===== config.mk =====
export PLATFORM = sky130hd
export DESIGN_NAME = aes_stream_ctrl
export DESIGN_NICKNAME = d
export VERILOG_FILES = /design/src/rtl/aes_pkg.sv /design/src/rtl/aes_word_unpack.sv /design/src/rtl/aes_stream_ctrl.sv
export SDC_FILE = /design/constraint.sdc
export NUM_CORES = 1
export LEC_CHECK = 0
export CORE_MARGIN = 2
export CORE_UTILIZATION = 45
export CTS_CLUSTER_DIAMETER = 80
export CTS_CLUSTER_SIZE = 25
export DETAILED_ROUTE_END_ITERATION = 8
export PLACE_DENSITY = 0.75
export SETUP_SLACK_MARGIN = 0.3
export SLEW_MARGIN = 20
export SYNTH_ARGS = -nofsm -noshare
export SYNTH_HDL_FRONTEND = slang
export SYNTH_SLANG_ARGS = --single-unit

===== constraint.sdc =====
create_clock -name clk -period 5.35 [get_ports clk]
set_clock_uncertainty 0.05 [all_clocks]
set_input_delay 0.535 -clock clk [delete_from_list [all_inputs] [get_ports clk]]
set_output_delay 0.535 -clock clk [all_outputs]
set_load 0.1 [all_outputs]

===== src/rtl/aes_pkg.sv =====
// aes_pkg: shared state enum, block geometry and word-slice helpers
// for the AES stream controller.
package aes_pkg;

   localparam int AES_BLK_W  = 128;
   localparam int AES_WORD_W = 32;
   localparam int AES_WORDS  = 4;

   typedef enum logic [2:0] {
      ST_KEY,
      ST_TEXT,
      ST_LOAD,
      ST_WAIT,
      ST_DRAIN
   } aes_state_t;

   typedef logic [1:0] aes_idx_t;

   // word 0 is the most significant slice of a block
   function automatic int aes_lsb(aes_idx_t idx);
      return (AES_WORDS - 1 - int'(idx)) * AES_WORD_W;
   endfunction

   function automatic logic [AES_WORD_W-1:0] aes_get_word(
      logic [AES_BLK_W-1:0] blk,
      aes_idx_t             idx
   );
      return blk[aes_lsb(idx) +: AES_WORD_W];
   endfunction

endpackage


===== src/rtl/aes_word_unpack.sv =====
// aes_word_unpack: 4x32 ciphertext buffer streamed out word by word
// with valid/ready back-pressure and a last-word marker.
module aes_word_unpack
   import aes_pkg::*;
(
   input  logic                  clk,
   input  logic                  reset,
   input  logic                  load,
   input  logic [AES_BLK_W-1:0]  blk,
   output logic                  m_valid,
   input  logic                  m_ready,
   output logic [AES_WORD_W-1:0] m_data,
   output logic                  m_last,
   output logic                  drained
);

   logic [AES_BLK_W-1:0] obuf;
   aes_idx_t             idx;
   logic                 hs;

   assign hs      = m_valid & m_ready;
   assign m_last  = m_valid & (idx == 2'd3);
   assign drained = hs & (idx == 2'd3);
   assign m_data  = aes_get_word(obuf, idx);

   always_ff @(posedge clk) begin
      if (!reset) begin
         obuf    <= '0;
         idx     <= '0;
         m_valid <= 1'b0;
      end else if (load) begin
         obuf    <= blk;
         idx     <= '0;
         m_valid <= 1'b1;
      end else if (hs) begin
         idx <= idx + 2'd1;
         if (idx == 2'd3)
            m_valid <= 1'b0;
      end
   end

endmodule


===== src/rtl/aes_stream_ctrl.sv =====
// aes_stream_ctrl: word-stream front/back-end for aes_cipher_top.
// Optional key reuse across blocks: define AES_KEY_CACHE_EN.
module aes_stream_ctrl
   import aes_pkg::*;
#(
   parameter int CAPTURE_DLY = 2,
   parameter int TIMEOUT_CYC = 1024
) (
   input  logic                  clk,
   input  logic                  reset,
   input  logic                  s_valid,
   output logic                  s_ready,
   input  logic [AES_WORD_W-1:0] s_data,
   input  logic                  s_new_key,
   output logic                  core_ld,
   output logic [AES_BLK_W-1:0]  core_key,
   output logic [AES_BLK_W-1:0]  core_text_in,
   input  logic                  core_done,
   input  logic [AES_BLK_W-1:0]  core_text_out,
   output logic                  m_valid,
   input  logic                  m_ready,
   output logic [AES_WORD_W-1:0] m_data,
   output logic                  m_last,
   output logic                  err_timeout
);

   localparam int TW   = $clog2(TIMEOUT_CYC + 2) + 1;
   localparam int TLIM = (TIMEOUT_CYC == 0) ? 0 : TIMEOUT_CYC - 1;
   localparam logic [2:0] CDLY = 3'(CAPTURE_DLY);

   aes_state_t    state, state_n;
   aes_idx_t      wcnt;
   logic [TW-1:0] tcnt;
   logic [2:0]    ccnt;
   logic          armed, done_q;
   logic          s_hs, key_skip, to_hit, cap_fire, drained;

`ifdef AES_KEY_CACHE_EN
   assign key_skip = (wcnt == 2'd0) & ~s_new_key;
`else
   logic unused_new_key;
   assign unused_new_key = s_new_key;
   assign key_skip       = 1'b0;
`endif

   assign s_hs     = s_valid & s_ready;
   assign to_hit   = (TIMEOUT_CYC != 0) && (state == ST_WAIT)
                     && (tcnt >= TW'(TLIM));
   assign cap_fire = (state == ST_WAIT) & armed
                     & (ccnt == CDLY) & ~to_hit;

   always_ff @(posedge clk) begin
      if (!reset)
         state <= ST_KEY;
      else
         state <= state_n;
   end

   always_comb begin
      state_n = state;
      s_ready = 1'b0;
      core_ld = 1'b0;
      unique case (state)
         ST_KEY: begin
            s_ready = 1'b1;
            if (s_valid && (key_skip || wcnt == 2'd3))
               state_n = ST_TEXT;
         end
         ST_TEXT: begin
            s_ready = 1'b1;
            if (s_valid && wcnt == 2'd3)
               state_n = ST_LOAD;
         end
         ST_LOAD: begin
            core_ld = 1'b1;
            state_n = ST_WAIT;
         end
         ST_WAIT: begin
            if (to_hit)
               state_n = ST_KEY;
            else if (cap_fire)
               state_n = ST_DRAIN;
         end
         ST_DRAIN: begin
            if (drained)
               state_n = ST_KEY;
         end
         default: state_n = ST_KEY;
      endcase
   end

   // tcnt holds the number of cycles elapsed since the ld cycle
   always_ff @(posedge clk) begin
      if (!reset) begin
         wcnt         <= '0;
         core_key     <= '0;
         core_text_in <= '0;
         done_q       <= 1'b0;
         armed        <= 1'b0;
         ccnt         <= '0;
         tcnt         <= '0;
         err_timeout  <= 1'b0;
      end else begin
         done_q <= core_done;
         if (s_hs) begin
            if (state == ST_KEY && !key_skip)
               core_key[aes_lsb(wcnt) +: AES_WORD_W] <= s_data;
            else
               core_text_in[aes_lsb(wcnt) +: AES_WORD_W] <= s_data;
            wcnt <= wcnt + 2'd1;
         end
         if (state == ST_LOAD) begin
            tcnt  <= TW'(1);
            armed <= 1'b0;
            ccnt  <= '0;
         end else if (state == ST_WAIT) begin
            tcnt <= tcnt + TW'(1);
            if (!armed && core_done && !done_q) begin
               armed <= 1'b1;
               ccnt  <= 3'd1;
            end else if (armed && ccnt != CDLY) begin
               ccnt <= ccnt + 3'd1;
            end
         end
         if (to_hit)
            err_timeout <= 1'b1;
      end
   end

   aes_word_unpack u_unpack (
      .clk     (clk),
      .reset   (reset),
      .load    (cap_fire),
      .blk     (core_text_out),
      .m_valid (m_valid),
      .m_ready (m_ready),
      .m_data  (m_data),
      .m_last  (m_last),
      .drained (drained)
   );

endmodule


After elaboration in Yosys (flattened, before gate mapping)

Index checks and enable logic that the tools add are counted.

Register bits after elaboration: 410
Latch bits: 0
Memory bits (writable): 0
Bits in read-only memories: 0
Input bits: 166
Output and inout port bits: 293
Word-level logic and storage cells: 84
Memories kept: 0

$add $sub $neg: 7
$mul: 0
Div/mod/pow operators: 0
Magnitude comparators: 1
Eq/ne operators: 12
Shift-type cells: 3
Mux-type cells: 17
Bitwise operators: 10
Reduce and logical (&&, ||, !) cells: 21

Operator list:

| operator                                                                              | number |
|---|---|
| 128-bit bitwise mux                                                                   | 2 |
| 32-bit by 33-bit variable shift with 128-bit output, first input constant             | 1 |
| 128-bit by 32-bit indexed part select with 32-bit output                              | 1 |
| 32-bit by 33-bit indexed part select with 128-bit output                              | 1 |
| 8-bit negation with 33-bit output                                                     | 1 |
| 3-bit two-way mux                                                                     | 7 |
| 3-bit one-hot mux with 5 select lines                                                 | 1 |
| 12-bit by 1-bit adder with 12-bit output, second input constant                       | 1 |
| 12-bit by 10-bit greater-or-equal comparator with 1-bit output, second input constant | 1 |
| 2-bit AND reduction                                                                   | 5 |
| 3-bit by 2-bit == test with 1-bit output, second input constant                       | 3 |
| 2-bit nonzero test                                                                    | 4 |
| 1-bit AND                                                                             | 7 |
| 1-bit two-way mux                                                                     | 7 |
| 2-bit inequality test, second input constant                                          | 3 |
| 2-bit OR reduction                                                                    | 3 |
| 2-bit by 2-bit subtractor with 3-bit output, first input constant                     | 2 |
| 1-bit logical AND                                                                     | 5 |
| 2-bit by 1-bit adder with 2-bit output, second input constant                         | 2 |
| 2-bit == test, second input constant                                                  | 2 |
| 4-bit AND reduction                                                                   | 1 |
| 3-bit by 1-bit adder with 3-bit output, second input constant                         | 1 |
| 3-bit by 1-bit == test with 1-bit output, second input constant                       | 1 |
| 3-bit == test, second input constant                                                  | 1 |
| 5 further kinds                                                                       | 8 |

Longest topological paths before layout

Gate-level depths: netlist (run 1).

Depth after elaboration: 7
Depth in mapped cells: 8
Mapped depth without buffers: 6

Cells and area by module

Synthesis (run 1) repeated with hierarchy kept, for this count alone.

Cells, all modules: 1796
Area, all modules: 17200.2 um^2

Modules (own cells, without submodules):

| module          | instances | cells an instance | area an instance (um^2) | sequential area each (um^2) |
|---|---|---|---|---|
| aes_stream_ctrl | 1         | 1328              | 11327.1                 | 5585.4 |
| aes_word_unpack | 1         | 468               | 5873.1                  | 2622.5 |

Worst setup path after synthesis (run 1)

Ideal clock, no wire load.

Path kind: reg-to-output
Start point: register u_unpack.m_valid
End point: output m_last
Arrival: 1.841 ns
Required time: 4.765 ns
Slack: 2.924 ns
Stages on the path, launching flop included: 2
Path buffers: 0
Path through: dfxtp_1 and2_1

Cells in the longest elaborated chain, start to end: 1

RTL lines:

| item                   | line                  | source |
|---|---|---|
| from (decl)            | aes_word_unpack.sv:10 | `output logic m_valid,` |
| from (signal assigned) | aes_word_unpack.sv:30 | `m_valid <= 1'b0;` |
| from (signal assigned) | aes_word_unpack.sv:34 | `m_valid <= 1'b1;` |
| from (signal assigned) | aes_word_unpack.sv:38 | `m_valid <= 1'b0;` |
| 1-bit AND              | aes_word_unpack.sv:22 | `assign m_last = m_valid & (idx == 2'd3);` |
| to (decl)              | aes_stream_ctrl.sv:23 | `output logic m_last,` |

Every way passes these cells.

Worst setup path after layout (run 1)

Start point: register u_unpack.idx[0]
End point: output m_data[10]

Cells in the longest elaborated chain, start to end: 2

RTL lines:

| item                                                     | line                  | source |
|---|---|---|
| from (decl)                                              | aes_word_unpack.sv:18 | `aes_idx_t idx;` |
| from (signal assigned)                                   | aes_word_unpack.sv:36 | `idx <= idx + 2'd1;` |
| 2-bit by 2-bit subtractor with 3-bit output              | aes_pkg.sv:21         | `return (AES_WORDS - 1 - int'(idx)) * AES_WORD_W;` |
| 128-bit by 32-bit indexed part select with 32-bit output | aes_pkg.sv:28         | `return blk[aes_lsb(idx) +: AES_WORD_W];` |
| to (decl)                                                | aes_stream_ctrl.sv:22 | `output logic [AES_WORD_W-1:0] m_data,` |

Every way passes these cells.

==> metrics.md, run 1 <==
| Metric | Value |
|---|---|
| Status | completed |
| Area share of the leading cell type in the synthesized netlist | 47.7% |
| Row Count | 71 |
| Met3 Use GR | 7.43% |
| Register area | 8210 um^2 |
| Post-synth top area cell | dfxtp_1 |
| Count leader, synth | nand2_1 |
| Post-route DRC | 0 |
| Yosys reg bits | 410 |
| Routed wire per std cell | 19.5 um |
| CTS Sinks | 410 |
| Antenna Nets Post-Route | 0 |
| Met2 track demand over resource | 44.0% |
| Cell count after synthesis | 1931 |
| GRT Overall Usage | 25.9% |
| CTS Buf Count | 23 |
| Skew-Pair Late Insertion Delay | 0.55 ns |
| Layout Cells excl Fill | 2768 |
| Post-Syn Area | 17200 um^2 |
| Levels on crit path | 3 |
| H-tree Lvls | 1 |
| Die X | 200 um |
| Power density cells | 252 nW/um^2 |
| Worst vdd ir | 0.242 mV |
| Worst slew margin | 23.9% |
| Clk root buf | clkbuf_16 |
| Die area | 39800 um^2 |
| Clock transition at path regs | 0.08 ns |
| IO Pins | 459 |
| Grt ovf | 0 |
| Max stage delay cell, worst path | clkdlybuf4s50_1 |
| EDFF count, synth | 0 |
| Max incr delay on CP | 1.02 ns |
| Hold Crit Depth | 2 |
| Slew @ Worst Pin | 1.14 ns |
| Netlist cell types | 50 |
| Fillers | 3275 |
| Initial antenna violation count | 4 |
| Final Critical Period | 4.01 ns |
| DRT Pass-1 Iters | 5 |
| Final setup viols | 0 |
| Multi-input logic area | 8060 um^2 |
| Asr flop ratio synth | 0% |
| Layout area overhead | 30.6% |
| Critical path cell sequence | buf_4 -> mux4_2 -> clkdlybuf4s50_1 |
| Setup TNS | 0 ns |
| Critical path launch point type | register |
| Leakage | 7.35 nW |
| CP arrival | 3.43 ns |
| Initial Util | 45.7% |
| Max frequency | 249 MHz |
| Placed cell count | 2729 |
| Core Region | 37700 um^2 |
| WL final | 54000 um |
| Crit-path max FO | 24 |
| Fin. max-slew vios | 0 |
| Synth Warn # | 0 |
| DRT iter0 DRCs | 905 |
| Final-report hold violation count | 0 |
| Grt peak-use layer | met2 |
| Post-cts sizing count | 0 |
| # nets final | 2417 |
| Placed Area | 21800 um^2 |
| DR vias/cell | 5.35 |
| Crit share post-route | 75.0% |
| CTS tree | built |
| Maxcap violations | 0 |
| Top_reg_cell synth | dfxtp_1 |
| Unrepaired setup endpoints after global routing | no |
| Commonest cells in the netlist | nand2_1, dfxtp_1, nand3_1 |
| Syn nets | 2105 |
| Pin count of the biggest net entering global routing | 256 |
| Routed vias | 14800 |
| Place WS | 1.85 ns |
| Setup CP Type | register to output pin |
| CP required | 4.76 ns |
| CP delay by family, top | buffers and inverters |
| Share of post-route cells with drive strength above 1 | 5.10% |
| Post-synthesis sequential area ratio | 47.7% |
| Buffers on Ports | 457 |
| CP endpoint kind | output pin |
| FF-to-FF path depth | 5 |
| Top cells by area, synth | dfxtp_1, nand2_1, a21boi_0 |
| Critical path buffers and inverters | 2 |
| Chip Height | 200 um |
| Post-layout util | 59.6% |
| Mean Syn Cell Area | 8.91 um^2 |
| Post-route cell area | 22500 um^2 |
| Setup WS post-layout | 1.34 ns |
| Routability congestion estimate from global placement | 0.849 |
| First-pass GRT wire length | 80400 um |
| Postcts setup bufs | 0 |
| Hpwl dp | 38000 um |
| CTS Buffer Depth | 3 |
| Worst min path class | register to register |
| M1 GR Usage | 31.3% |
| Post-CTS Hold Buffers | 0 |
| Number of global-route vias before repair | 13800 |
power by group:
group / switching (W) / internal, W / leakage [nW]
clock: 0.00109 / 0.000825 / 0.347
sequential: 0.0000146 / 0.00307 / 3.30
combinational: 0.000440 / 0.000217 / 3.70
total: 0.00154 / 0.00411 / 7.35
placed cells by master, fill, tap and decap left out, types with 2 or more instances in the layout:
cell	count
nand2_1	531
clkdlybuf4s50_1	456
dfxtp_1	409
nand3_1	259
a21boi_0	218
mux2i_1	130
a21boi_1	40
mux4_2	32
buf_4	28
clkbuf_16	23
nor2_1	16
and2_1	11
xnor2_1	9
a21oi_1	8
ha_1	8
inv_1	6
clkinv_2	5
nor3b_1	4
nor3_1	4
xor2_1	4
nand4_1	3
nor4_1	3
nand2b_1	3
diode_2	2
nor2_4	2
nor3b_2	2
nand2_2	2
nor2b_1	2
inv_6	2
inv_12	2
inv_8	2
buf_12	2
worst paths after layout:
check,from,end,slack (ns)
max,u_unpack.idx[0]$_SDFFE_PP0P_,m_data[10],1.34
min,core_text_in[52]$_SDFFE_PN0P_,core_text_in[52]$_SDFFE_PN0P_,0.40
max reg2reg,state[1]$_SDFFE_PN0P_,u_unpack.obuf[91]$_SDFFE_PN0P_,2.40
min reg2reg,core_text_in[52]$_SDFFE_PN0P_,core_text_in[52]$_SDFFE_PN0P_,0.40
through the flow:
stage                     power (W)  hold slack [ns]
after global routing        0.00584            0.419
final                       0.00566            0.404
after floorplan             0.00355            0.382
after detailed placement    0.00381            0.395
after CTS                   0.00570            0.408
after global placement      0.00380            0.389
sequential cells by signal, summed over array words and instances (netlist names):
| signal | cells |
|---|---|
| core_key | 128 |
| core_text_in | 128 |
| u_unpack.obuf | 128 |
| tcnt | 12 |
| ccnt | 3 |
| state | 3 |
| u_unpack.idx | 2 |
| wcnt | 2 |
| armed | 1 |
| done_q | 1 |
| err_timeout | 1 |
| u_unpack.m_valid | 1 |
final cells by class:
| cell class | count | share of cell area (%) |
|---|---|---|
| Antenna cell | 2 | 0.0223 |
| Clock buffer | 24 | 2.58 |
| Clock inverter | 13 | 0.540 |
| Inverter | 6 | 0.100 |
| Multi-Input combinational cell | 1315 | 35.9 |
| Sequential cell | 410 | 36.5 |
| Tap cell | 511 | 2.85 |
| Timing Repair Buffer | 487 | 21.5 |
worst register-to-register path: cells and delay by family, from the launching register on:
kind,cells,cell delay [ns]
flops,1,0.61
simple gates,3,1.45
mux,1,0.26
buf+inv,1,0.53
routing by layer:
metal | vias to the layer above | part of all wire [%]
met4 | 2 | 3.9
met1 | 7070 | 40
li1 | 7092 | -
met3 | 99 | 8.5
met5 | - | 0.030
met2 | 539 | 48
cells by family after synthesis:
family / Yosys count / synth area share [%]
AOI/OAI and AO/OA: 275 / 11.9
adders and majority gates: 8 / 0.582
xor gates and xnor gates: 13 / 0.662
muxes: 162 / 11.8
buffers and inverters: 206 / 5.60
DFF: 410 / 47.7
and+or+nand+nor: 857 / 21.8
(Power assumes the default switching activity.)
==> run 2: changes to the inputs <==
Clock period 5.35 ns to 3.8 ns, I/O delays scaled along.
==> run 2 against run 1 <==
Cell count about the same. Via count decreased by 0.76%. Sequential share of layout area about the same. Routed wire length decreased by 0.19%. Register-to-register slack got worse by 1.2 ns. Die area unchanged. Flip-flop and latch count unchanged. Critical path depth unchanged. Clock power increased by 39%. First-iteration DRC count increased by 13%. Sequential power increased by 41%. Setup slack got worse by 0.60 ns. Highest routed layer unchanged.
==> metrics.md, run 2 (synthesis gave the netlist of run 1 again) <==
| Metric | Value |
|---|---|
| Crit share post-route | 80.5% |
| Initial Util | 45.7% (unchanged) |
| Setup CP Type | register to output pin (unchanged) |
| Initial antenna violation count | 5 (was 4) |
| Register area | 8210 um^2 (unchanged) |
| CP delay by family, top | buffers and inverters (unchanged) |
| Unrepaired setup endpoints after global routing | no (unchanged) |
| CP required | 3.37 ns (was 4.76 ns) |
| Multi-input logic area | 8060 um^2 (unchanged) |
| Pin count of the biggest net entering global routing | 135 (was 256) |
| Post-cts sizing count | 0 (unchanged) |
| Final-report hold violation count | 0 (unchanged) |
| Post-CTS Hold Buffers | 0 (unchanged) |
| Largest registers | core_key: 128 flops, core_text_in: 128 flops, u_unpack.obuf: 128 flops (unchanged) |
| Maxcap violations | 0 (unchanged) |
| Most frequent cells in the layout | nand2_1, clkdlybuf4s50_1, dfxtp_1 (unchanged) |
| H-tree Lvls | 1 (unchanged) |
| Core Region | 37700 um^2 (unchanged) |
| Max incr delay on CP | 1.16 ns (was 1.02 ns) |
| CP endpoint kind | output pin (unchanged) |
| Share of post-route cells with drive strength above 1 | 6.44% (was 5.10%) |
| Leakage | 7.42 nW (was 7.35 nW) |
| Post-route DRC | 0 (unchanged) |
| CTS Buf Count | 22 (was 23) |
| # nets final | 2418 (was 2417) |
| Hpwl dp | 37900 um (was 38000 um) |
| Fin. max-slew vios | 0 (unchanged) |
| Post-layout util | 59.6% (about the same) |
| Setup TNS | 0 ns (unchanged) |
| Worst min path class | primary input to register (was register to register) |
| Critical path buffers and inverters | 2 (unchanged) |
| IO Pins | 459 (unchanged) |
| First-pass GRT wire length | 79700 um (was 80400 um) |
| Row Count | 71 (unchanged) |
| Final setup viols | 0 (unchanged) |
| Chip Height | 200 um (unchanged) |
| Grt ovf | 0 (unchanged) |
| Final Critical Period | 3.06 ns |
| Fillers | 3279 (was 3275) |
| Die area | 39800 um^2 (unchanged) |
| DRT iter0 DRCs | 1025 (was 905) |
| Layout area overhead | 30.4% (was 30.6%) |
| CP arrival | 2.63 ns (was 3.43 ns) |
| WL final | 53900 um (was 54000 um) |
| Routed wire per std cell | 19.5 um (about the same) |
| Most common cell after layout, fill and taps aside | nand2_1 (unchanged) |
| Routed vias | 14700 (was 14800) |
| Power density cells | 354 nW/um^2 (was 252 nW/um^2) |
| Postcts setup bufs | 0 (unchanged) |
| Status | completed (unchanged) |
| CTS Sinks | 410 (unchanged) |
| Die X | 200 um (unchanged) |
| Slew @ Worst Pin | 1.16 ns (was 1.14 ns) |
| Worst slew margin | 22.2% (was 23.9%) |
| Buffers on Ports | 457 (unchanged) |
| Worst vdd ir | 0.276 mV (was 0.242 mV) |
| Number of global-route vias before repair | 13800 (about the same) |
| Routability congestion estimate from global placement | 0.820 (was 0.849) |
| Skew-Pair Late Insertion Delay | 0.56 ns (was 0.55 ns) |
| Antenna Nets Post-Route | 0 (unchanged) |
| DRT Pass-1 Iters | 5 (unchanged) |
| DR vias/cell | 5.31 (was 5.35) |
| CTS tree | built (unchanged) |
| Hold slack | 0.307 ns (was 0.404 ns) |
| GRT Overall Usage | 25.7% (was 25.9%) |
| Clock transition at path regs | 0.09 ns (was 0.08 ns) |
| Critical path cell sequence | nand2_1 -> inv_1 -> clkdlybuf4s50_1 (was buf_4 -> mux4_2 -> clkdlybuf4s50_1) |
| Max frequency | 327 MHz |
| Clk root buf | clkbuf_16 (unchanged) |
| Crit-path max FO | 10 (was 24) |
| Critical path launch point type | register (unchanged) |
| CTS Buffer Depth | 3 (unchanged) |
| Max stage delay cell, worst path | clkdlybuf4s50_1 (unchanged) |
## run 2: cell types whose count changed in the layout (fill, tap and decap cells not counted)
cell / before / now
inv_8: 2 / 0
buf_12: 2 / 6
bufinv_16: 0 / 1
clkinv_16: 0 / 1
clkinvlp_4: 1 / 2
clkdlybuf4s50_1: 456 / 423
clkinv_2: 5 / 1
clkinv_8: 1 / 2
diode_2: 2 / 4
clkbuf_16: 23 / 22
buf_4: 28 / 59
inv_12: 2 / 0
## run 2: final timing paths
check                                              startpoint                               to  slack (ns)  cells after the start
worst max register to register          state[1]$_SDFFE_PN0P_   u_unpack.obuf[59]$_SDFFE_PN0P_        1.16                      5
worst min-delay path                                    reset  u_unpack.obuf[123]$_SDFFE_PN0P_        0.31                      3
worst max-delay path                    state[1]$_SDFFE_PN0P_                          core_ld        0.74                      3
worst min register to register  core_text_in[66]$_SDFFE_PN0P_    core_text_in[66]$_SDFFE_PN0P_        0.41                      2
## run 2: final cells by class
class / instances / area share, %
sequential: 410 / 36.6
clock buffer: 23 / 2.47
multi-input combinational: 1315 / 35.9
inverter: 6 / 0.100
timing repair buffer: 489 / 21.4
tap: 511 / 2.85
clock inverter: 9 / 0.580
antenna: 4 / 0.0446
## run 2: worst min-delay path, cell delays in order
cell and delay [ns]:
buf_8 0.27, nand2_1 0.14, mux2i_1 0.05
## run 2: metrics by stage
stage / worst slack, ns / cell area (um^2) / std cells / total power, W
after floorplan: 1.53 / 17200 / 1931 / 0.00500
after global placement: 1.28 / 21700 / 2731 / 0.00536
after detailed placement: 1.17 / 21700 / 2731 / 0.00537
after CTS: 0.711 / 22400 / 2763 / 0.00800
after global routing: 0.612 / 22400 / 2766 / 0.00820
final: 0.742 / 22400 / 2767 / 0.00794
## run 2: power by group
group	leakage (nW)	internal, W	switching (W)	total, W
sequential	3.30	0.00433	0.0000202	0.00435
clock	0.325	0.00117	0.00150	0.00266
combinational	3.79	0.000306	0.000621	0.000927
## run 2: per-layer routing
metal / vias up / global-route usage (%) / share of wire (%)
met5: - / 0 / 0.048
met4: 4 / 9.27 / 3.6
met1: 7002 / 31.5 / 40
met2: 507 / 43.8 / 48
met3: 94 / 6.24 / 8.5
li1: 7083 / - / -
